### src/rtl/conv_1x1_mac_engine.sv
// conv_1x1_mac_engine: streaming 1x1 convolution multiply-accumulate engine.
// Stores CHANNEL_NUM_IN*CHANNEL_NUM_OUT weights, gathers CHANNEL_NUM_IN channel
// words per pixel, runs one MAC per cycle and emits CHANNEL_NUM_OUT saturated
// Q-format results per kept pixel. Optional stride-2 decimation drops pixels
// on odd rows/columns.
// Optional feature macro: CONV1X1_MAC_RELU_EN clamps negative results to zero.
// Handshake: a pixel word transfers on a rising edge where valid_in && ready_in;
// a weight transfers on a rising edge where valid_weight_in is high while the
// engine is loading weights; valid_out is a one-cycle strobe per result with
// no downstream backpressure.
module conv_1x1_mac_engine #(
    parameter int DATA_WIDTH      = 16,
    parameter int FRAC_BITS       = 8,
    parameter int CHANNEL_NUM_IN  = 4,
    parameter int CHANNEL_NUM_OUT = 2,
    parameter int IMAGE_WIDTH     = 4,
    parameter int IMAGE_HEIGHT    = 4
) (
    input  logic                  clk,
    input  logic                  reset,
    input  logic                  valid_in,
    input  logic [DATA_WIDTH-1:0] pxl_in,
    output logic                  ready_in,
    input  logic                  valid_weight_in,
    input  logic [DATA_WIDTH-1:0] weight_in,
    input  logic                  stride2,
    output logic [DATA_WIDTH-1:0] pxl_out,
    output logic                  valid_out,
    output logic                  weights_ready,
    output logic                  frame_done,
    output logic [1:0]            dbg_state_o
);
    localparam int DW  = DATA_WIDTH;
    localparam int NW  = CHANNEL_NUM_IN * CHANNEL_NUM_OUT;
    localparam int KW  = (NW > 1) ? $clog2(NW) : 1;
    localparam int IW  = (CHANNEL_NUM_IN > 1) ? $clog2(CHANNEL_NUM_IN) : 1;
    localparam int CW  = (IMAGE_WIDTH > 1) ? $clog2(IMAGE_WIDTH) : 1;
    localparam int RW  = (IMAGE_HEIGHT > 1) ? $clog2(IMAGE_HEIGHT) : 1;
    localparam int AW  = 2 * DW + $clog2(CHANNEL_NUM_IN) + 1;

    localparam logic [1:0] S_WLOAD   = 2'd0;
    localparam logic [1:0] S_GATHER  = 2'd1;
    localparam logic [1:0] S_COMPUTE = 2'd2;

    localparam logic signed [AW-1:0] SAT_MAX = {{(AW-DW+1){1'b0}}, {(DW-1){1'b1}}};
    localparam logic signed [AW-1:0] SAT_MIN = {{(AW-DW+1){1'b1}}, {(DW-1){1'b0}}};
    localparam logic [DW-1:0] OUT_MAX = {1'b0, {(DW-1){1'b1}}};
    localparam logic [DW-1:0] OUT_MIN = {1'b1, {(DW-1){1'b0}}};

    logic [1:0]           state_q, state_d;
    logic [KW-1:0]        k_q, k_d;        // weight index (also load counter)
    logic [IW-1:0]        i_q, i_d;        // MAC input-channel index
    logic [IW-1:0]        ich_q, ich_d;    // gather channel index
    logic [CW-1:0]        col_q, col_d;
    logic [RW-1:0]        row_q, row_d;
    logic                 stride_q, stride_d;
    logic                 flush_q, flush_d;      // MACs done, final result draining
    logic                 is_last_q, is_last_d;  // pixel in compute ends the frame
    logic                 out_pend_q, out_pend_d;
    logic signed [AW-1:0] acc_q, acc_d;
    logic [DW-1:0]        pxl_out_q, pxl_out_d;
    logic                 valid_out_q, valid_out_d;
    logic                 wrdy_q, wrdy_d;
    logic                 frame_done_q, frame_done_d;

    logic signed [DW-1:0] w_q   [NW];
    logic signed [DW-1:0] pix_q [CHANNEL_NUM_IN];

    logic signed [DW-1:0]   pix_sel, w_sel;
    logic signed [2*DW-1:0] prod;
    logic signed [AW-1:0]   acc_base, acc_next, shifted;
    logic [DW-1:0]          result;
    logic                   pix_last, drop;

    // Datapath: one signed product per cycle, accumulate, shift, saturate.
    always_comb begin
        pix_sel  = pix_q[i_q];
        w_sel    = w_q[k_q];
        prod     = (2*DW)'(pix_sel) * (2*DW)'(w_sel);
        acc_base = (i_q == '0) ? '0 : acc_q;
        acc_next = acc_base + AW'(prod);
        shifted  = acc_q >>> FRAC_BITS;
        if (shifted > SAT_MAX) begin
            result = OUT_MAX;
        end else if (shifted < SAT_MIN) begin
            result = OUT_MIN;
        end else begin
            result = shifted[DW-1:0];
        end
`ifdef CONV1X1_MAC_RELU_EN
        if (result[DW-1]) begin
            result = '0;
        end
`endif
    end

    // Control FSM and position tracking: next-state computation.
    always_comb begin
        state_d      = state_q;
        k_d          = k_q;
        i_d          = i_q;
        ich_d        = ich_q;
        col_d        = col_q;
        row_d        = row_q;
        stride_d     = stride_q;
        flush_d      = 1'b0;
        is_last_d    = is_last_q;
        out_pend_d   = 1'b0;
        acc_d        = acc_q;
        pxl_out_d    = pxl_out_q;
        valid_out_d  = 1'b0;
        wrdy_d       = wrdy_q;
        frame_done_d = 1'b0;
        pix_last     = (col_q == CW'(IMAGE_WIDTH - 1)) && (row_q == RW'(IMAGE_HEIGHT - 1));
        drop         = stride_q && (row_q[0] || col_q[0]);

        // The accumulator is complete one cycle after the last MAC of an output.
        if (out_pend_q) begin
            pxl_out_d   = result;
            valid_out_d = 1'b1;
        end

        case (state_q)
            S_WLOAD: begin
                if (valid_weight_in) begin
                    if (k_q == KW'(NW - 1)) begin
                        k_d     = '0;
                        wrdy_d  = 1'b1;
                        state_d = S_GATHER;
                    end else begin
                        k_d = k_q + KW'(1);
                    end
                end
            end
            S_GATHER: begin
                if (valid_in) begin
                    if (ich_q == '0 && col_q == '0 && row_q == '0) begin
                        stride_d = stride2;
                    end
                    if (ich_q == IW'(CHANNEL_NUM_IN - 1)) begin
                        ich_d = '0;
                        if (col_q == CW'(IMAGE_WIDTH - 1)) begin
                            col_d = '0;
                            row_d = (row_q == RW'(IMAGE_HEIGHT - 1)) ? '0 : row_q + RW'(1);
                        end else begin
                            col_d = col_q + CW'(1);
                        end
                        if (drop) begin
                            frame_done_d = pix_last;
                        end else begin
                            state_d   = S_COMPUTE;
                            is_last_d = pix_last;
                        end
                    end else begin
                        ich_d = ich_q + IW'(1);
                    end
                end
            end
            S_COMPUTE: begin
                if (flush_q) begin
                    // Leaves with the final valid_out so ready_in rises alongside it.
                    state_d      = S_GATHER;
                    frame_done_d = is_last_q;
                end else begin
                    acc_d = acc_next;
                    if (i_q == IW'(CHANNEL_NUM_IN - 1)) begin
                        i_d        = '0;
                        out_pend_d = 1'b1;
                    end else begin
                        i_d = i_q + IW'(1);
                    end
                    if (k_q == KW'(NW - 1)) begin
                        k_d     = '0;
                        flush_d = 1'b1;
                    end else begin
                        k_d = k_q + KW'(1);
                    end
                end
            end
            default: state_d = S_WLOAD;
        endcase
    end

    // Control and output registers with synchronous reset.
    always_ff @(posedge clk) begin
        if (reset) begin
            state_q      <= S_WLOAD;
            k_q          <= '0;
            i_q          <= '0;
            ich_q        <= '0;
            col_q        <= '0;
            row_q        <= '0;
            stride_q     <= 1'b0;
            flush_q      <= 1'b0;
            is_last_q    <= 1'b0;
            out_pend_q   <= 1'b0;
            acc_q        <= '0;
            pxl_out_q    <= '0;
            valid_out_q  <= 1'b0;
            wrdy_q       <= 1'b0;
            frame_done_q <= 1'b0;
        end else begin
            state_q      <= state_d;
            k_q          <= k_d;
            i_q          <= i_d;
            ich_q        <= ich_d;
            col_q        <= col_d;
            row_q        <= row_d;
            stride_q     <= stride_d;
            flush_q      <= flush_d;
            is_last_q    <= is_last_d;
            out_pend_q   <= out_pend_d;
            acc_q        <= acc_d;
            pxl_out_q    <= pxl_out_d;
            valid_out_q  <= valid_out_d;
            wrdy_q       <= wrdy_d;
            frame_done_q <= frame_done_d;
        end
    end

    // Weight and pixel storage; contents are only trusted once the FSM has loaded them.
    always_ff @(posedge clk) begin
        if (!reset && state_q == S_WLOAD && valid_weight_in) begin
            w_q[k_q] <= weight_in;
        end
        if (!reset && state_q == S_GATHER && valid_in) begin
            pix_q[ich_q] <= pxl_in;
        end
    end

    assign ready_in      = (state_q == S_GATHER);
    assign pxl_out       = pxl_out_q;
    assign valid_out     = valid_out_q;
    assign weights_ready = wrdy_q;
    assign frame_done    = frame_done_q;
    assign dbg_state_o   = state_q;

endmodule

### config.mk
export PLATFORM = sky130hd
export DESIGN_NAME = conv_1x1_mac_engine
export DESIGN_NICKNAME = d
export VERILOG_FILES = /design/src/rtl/conv_1x1_mac_engine.sv
export SDC_FILE = /design/constraint.sdc
export NUM_CORES = 1
export LEC_CHECK = 0
export CAP_MARGIN = 25
export CORE_ASPECT_RATIO = 2
export CORE_MARGIN = 10
export CORE_UTILIZATION = 30
export CTS_BUF_LIST = sky130_fd_sc_hd__clkbuf_2 sky130_fd_sc_hd__clkbuf_4 sky130_fd_sc_hd__clkbuf_8
export CTS_CLUSTER_DIAMETER = 40
export CTS_CLUSTER_SIZE = 25
export DETAILED_ROUTE_END_ITERATION = 7
export PLACE_DENSITY = 0.5
export SLEW_MARGIN = 40
export SYNTH_ARGS = -nofsm -noshare
export SYNTH_HDL_FRONTEND = slang
export SYNTH_SLANG_ARGS = --single-unit
### constraint.sdc
create_clock -name clk -period 9.3 [get_ports clk]
set_clock_uncertainty 0.15 [all_clocks]
set_input_delay 1.86 -clock clk [delete_from_list [all_inputs] [get_ports clk]]
set_output_delay 1.86 -clock clk [all_outputs]
set_load 0.1 [all_outputs]
; ---- After elaboration in Yosys (flattened, before gate mapping)
; Memory sizes are Yosys's and may differ from the RTL's. A register that Yosys moved wholly into a read port is not among the register bits.
; Cells that the tools add are included.
[word_totals]
register_bits = 71
ramBits = 192
inputBits = 37
mem_count = 2
[memory_table]
columns = name, words, word_bits, rd, rd_ports_with_merged_regs, write_ports, line_no
row1 = w_q, 8, 16, 1, 1, 1, 66  ; logic signed [DW-1:0] w_q [NW];
row2 = pix_q, 4, 16, 1, 1, 1, 67  ; logic signed [DW-1:0] pix_q [CHANNEL_NUM_IN];
[classes]
add_sub_neg = 6
n_mul = 1
n_lt_le_gt_ge = 2
n_eq_ne = 14
n_mux = 34
bitwise = 3
n_reduce_logical = 26
[op_table]
columns = cell, count
row1 = 35-bit by 32-bit adder with 35-bit output, 1
row2 = 35-bit 2-to-1 mux, 1
row3 = 16-bit by 16-bit multiplier with 32-bit output, 1
row4 = 16-bit 2-to-1 mux, 2
row5 = 27-bit by 16-bit > comparator with 1-bit output (second input constant), 1
row6 = 27-bit by 16-bit less-than comparator with 1-bit output (second input constant), 1
row7 = 2-bit 2-to-1 mux, 12
row8 = 3-bit 2-to-1 mux, 5
row9 = 2-bit inequality test (second input constant), 6
row10 = 3-bit AND reduction, 4
row11 = 1-bit 2-to-1 mux, 11
row12 = 2-bit == test (second input constant), 5
row13 = 2-bit zero test, 5
row14 = 2-bit by 1-bit adder with 2-bit output (second input constant), 4
row15 = 1-bit logical AND, 8
row16 = 4-bit AND reduction, 2
row17 = 2-bit one-hot mux with 3 select lines, 1
row18 = 3-bit one-hot mux with 2 select lines, 1
row19 = 6-bit AND reduction, 1
row20 = 2-bit AND reduction, 2
row21 = 3-bit by 1-bit adder with 3-bit output (second input constant), 1
row22 = 3-bit == test (second input constant), 1
row23 = 1-bit NOT, 3
row24 = 3-bit OR reduction, 1
row25 = other kinds (6), 6

; ---- Logic depth before layout (Yosys ltp)
[depth]
depth_word = 6
depth_mapped = 28
mapped_depth_nobuf = 26

; ---- Worst setup path after synthesis
; Ideal clock, no wire load.
[synth_path]
path_kind = register -> register
startpoint = register (tool-made name)
endpoint = register acc_q[31]
t_arrival_ns = 7.497
required_ns = 9.028
setup_slack_ns = 1.531
path_stages_with_launch = 27
n_path_buf = 3
period_less_slack_ns = 7.769
path_cell_list = dfxtp_1 -> clkbuf_1 -> buf_2 -> mux4_2 -> mux2_2 -> clkbuf_1 -> nand2_1 -> inv_1 -> fa_1 -> inv_1 -> fa_1 -> inv_1 -> fa_1 -> fa_1 -> fa_1 -> inv_1 -> fa_1 -> inv_1 -> ha_1 -> and3_1 -> a21boi_0 -> a311o_1 -> nor3b_1 -> o31ai_2 -> a31oi_1 -> nor4_1 -> a311o_1
[synth_rtl]
columns = item, line_no
row1 = to (signal assigned), 197  ; acc_q <= '0;
row2 = to (signal assigned), 213  ; acc_q <= acc_d;
row3 = to (decl), 60  ; logic signed [AW-1:0] acc_q, acc_d;

==> flow_summary.toml <==
[floorplan]
die_h_um = 401
io_pins = 59
start_util_pct = 30.3
dieArea_um2 = 84600
fp-row-count = 139
core_area_um2 = 72000
dieWidth_um = 211

[status]
status = "finished clean"

[routing]
dr.pass1.iters = 6
vias = 13756
vias_per_cell = 4.69
wl_per_cell_um = 19.5
drtIter0Drc = 702
ant_nets = 0
drc = 0
wirelength_um = 57200

[yosys]
ys_ff_latch = 268
syn_area_per_cell_um2 = 11.3
yosysTopAreaCell = "fa_1"
seq_area_frac_synth_pct = 33.4
synth_ff_type = "edfxtp_1"
syn_inst = 1938
synth_top_area_share_pct = 28.4
synth_edf_count = 192
synth_nets = 2404
synthTopCellsByArea = "fa_1, edfxtp_1, dfxtp_1"
ys_types = 59
synth.cell_area_um2 = 21800
yosysWarnings = 0
ys_async_sr_fraction_pct = 0

[clocking]
ctsHoldBuffers = 0
clock_path_buffers = 3
h-tree-depth = 1
clkLatencyLatePin_ps = 710
clk_pin_slew_ps = 140
cts_sinks = 268
clock-root-buffer = "clkbuf_8"
cts_buffers = 28
cts_setup_buffers = 0
cts_resized = 0
cts_tree = "yes"

[placed_design]
placed_cells = 2881
gp_congestion = 0.880
dp_hpwl_um = 46300
port_buffers = 58
placement.setup.worst_slack_ps = 1050

[setup_path]
crit_arrival_ps = 8650
cp-start-kind = "flop"
worst_setup_path_end_kind = "flop"
worstRegToRegCells = 22
required_ps = 9720
critical_path.max_fanout = 7
path_class = "reg -> reg"

[job]
maxCapViolations = 0

[sta]
setup_violations = 0
fin_crit_ps = 8230
setup_slack_ps = 1070
slew_headroom_pct = 40.2
hold_viol = 0
grt_setup_unrepaired = "false"
clock.fmax_mhz = 122
fin_crit_sh_pct = 88.5
worstMarginPinSlew_ps = 885
maxSlewViolCount = 0
fin_tns_setup_ps = 0

[layout]
area_delta_synth_final_pct = 11.3
final_layout_size_suffix_gt1_share_pct = 9.52
instances_no_fill = 2934
nets = 2461

[grt]
grtUsageTotal_pct = 13.7
antenna_found_initial = 3
grt-ovfl-total = 0
grt_pass1_vias = 15596
grt_pass1_wl_um = 89700
grt_max_degree = 48

[hold_path]
hold_path_depth = 2
hold_path.class = "reg -> reg"
[cell type report]
cell class                 count  area [um^2]
fill                        7298        47700
multi-input combinational   1237        12900
sequential                   268         7290
inverter                     363         1360
tap                          916         1150
timing repair buffer          97          758
clock buffer                  29          393
clock inverter                23          382
antenna                        1         2.50
[layer usage]
| layer | wire length [um] | up-vias | track usage [%] |
|---|---|---|---|
| li1 | - | 6354 | - |
| met3 | 1450 | 96 | 1.29 |
| met4 | 2490 | 0 | 5.96 |
| met1 | 20800 | 7066 | 13.7 |
| met2 | 32500 | 240 | 27.4 |
| met5 | 0 | - | 0 |
[critical path: stages (launching register included)]
cell,delay (ps)
dfxtp_2,480
mux4_2,560
mux2i_1,690
nor2_1,220
fa_2,650
inv_1,110
fa_1,710
inv_1,210
fa_1,540
fa_1,440
fa_1,540
inv_1,60
fa_1,530
inv_1,40
ha_1,340
and3_1,220
a21boi_0,150
a311o_1,390
nor3b_1,260
o31ai_2,120
a31oi_1,240
nor4_1,80
a311o_1,360
[final timing paths]
check | from | endpoint | slack (ps)
setup reg to reg | flop | acc_q[31] | 1070
setup / recovery | flop | acc_q[31] | 1070
hold / removal | acc_q[2] | acc_q[2] | 310
hold reg to reg | acc_q[2] | acc_q[2] | 310
[state kept, by name, indices dropped and copies added, names as in the netlist, named ones only]
signal	count
frame_done	1
pix_q	64
stride_q	1
is_last_q	1
dbg_state_o	2
out_pend_q	1
row_q	2
ich_q	2
i_q	2
pxl_out	16
valid_out	1
w_q	128
weights_ready	1
k_q	3
acc_q	35
flush_q	1
col_q	2
[metrics by stage]
| step | cell area (um^2) | hold WS, ps | utilization, % |
|---|---|---|---|
| global route | 24300 | 340 | 33.7 |
| detailed placement | 23500 | 295 | 32.6 |
| floorplan | 21800 | 277 | - |
| global placement | 23600 | 290 | 32.7 |
| CTS | 24300 | 310 | 33.7 |
| finish | 24300 | 309 | 33.7 |
[Yosys cell counts (16+ instances only)]
library cell / instances
edfxtp_1: 192
a21oi_1: 70
nor2_1: 96
ha_1: 119
nand3_1: 20
and2_1: 19
clkbuf_1: 49
nand2b_1: 42
nand2_1: 195
fa_1: 310
mux2_2: 16
o21ai_0: 33
dfxtp_1: 76
nor2b_1: 86
nor3_1: 18
xnor2_1: 22
mux2i_1: 21
inv_1: 363
mux4_2: 41
[kinds of logic after synthesis]
| logic type | synth area share (%) |
|---|---|
| mux | 6.13 |
| buf+inv | 7.55 |
| simple gates | 11.4 |
| compound gates | 5.16 |
| fa+ha+maj | 35.3 |
| flops | 33.4 |
| xor+xnor | 1.08 |
[cells in the final DEF, fill, tap and decap left out, types with 9 or more instances in the layout]
master           synthesis  layout
xnor2_1                 22      22
clkbuf_8                 0      28
clkdlybuf4s50_1          0      35
o21a_1                  12      12
edfxtp_1               192     192
and3_1                  10      10
mux2i_1                 21      21
buf_2                   12      23
buf_4                    0      39
mux4_2                  41      41
o211ai_1                11      11
nor3_1                  18      16
o21ai_0                 33      32
nor2b_1                 86      85
mux2_2                  16      16
inv_1                  363     363
nor2_1                  96      95
fa_1                   310     309
nand3_1                 20      20
a21oi_1                 70      70
and2_1                  19      19
ha_1                   119     118
nand2_1                195     195
nand2b_1                42      42
a21o_1                   9       9
dfxtp_1                 76      75
Power is left out: the tool's default activity adds up to more than one toggle a clock period on the data nets, which glitch-free logic cannot reach.
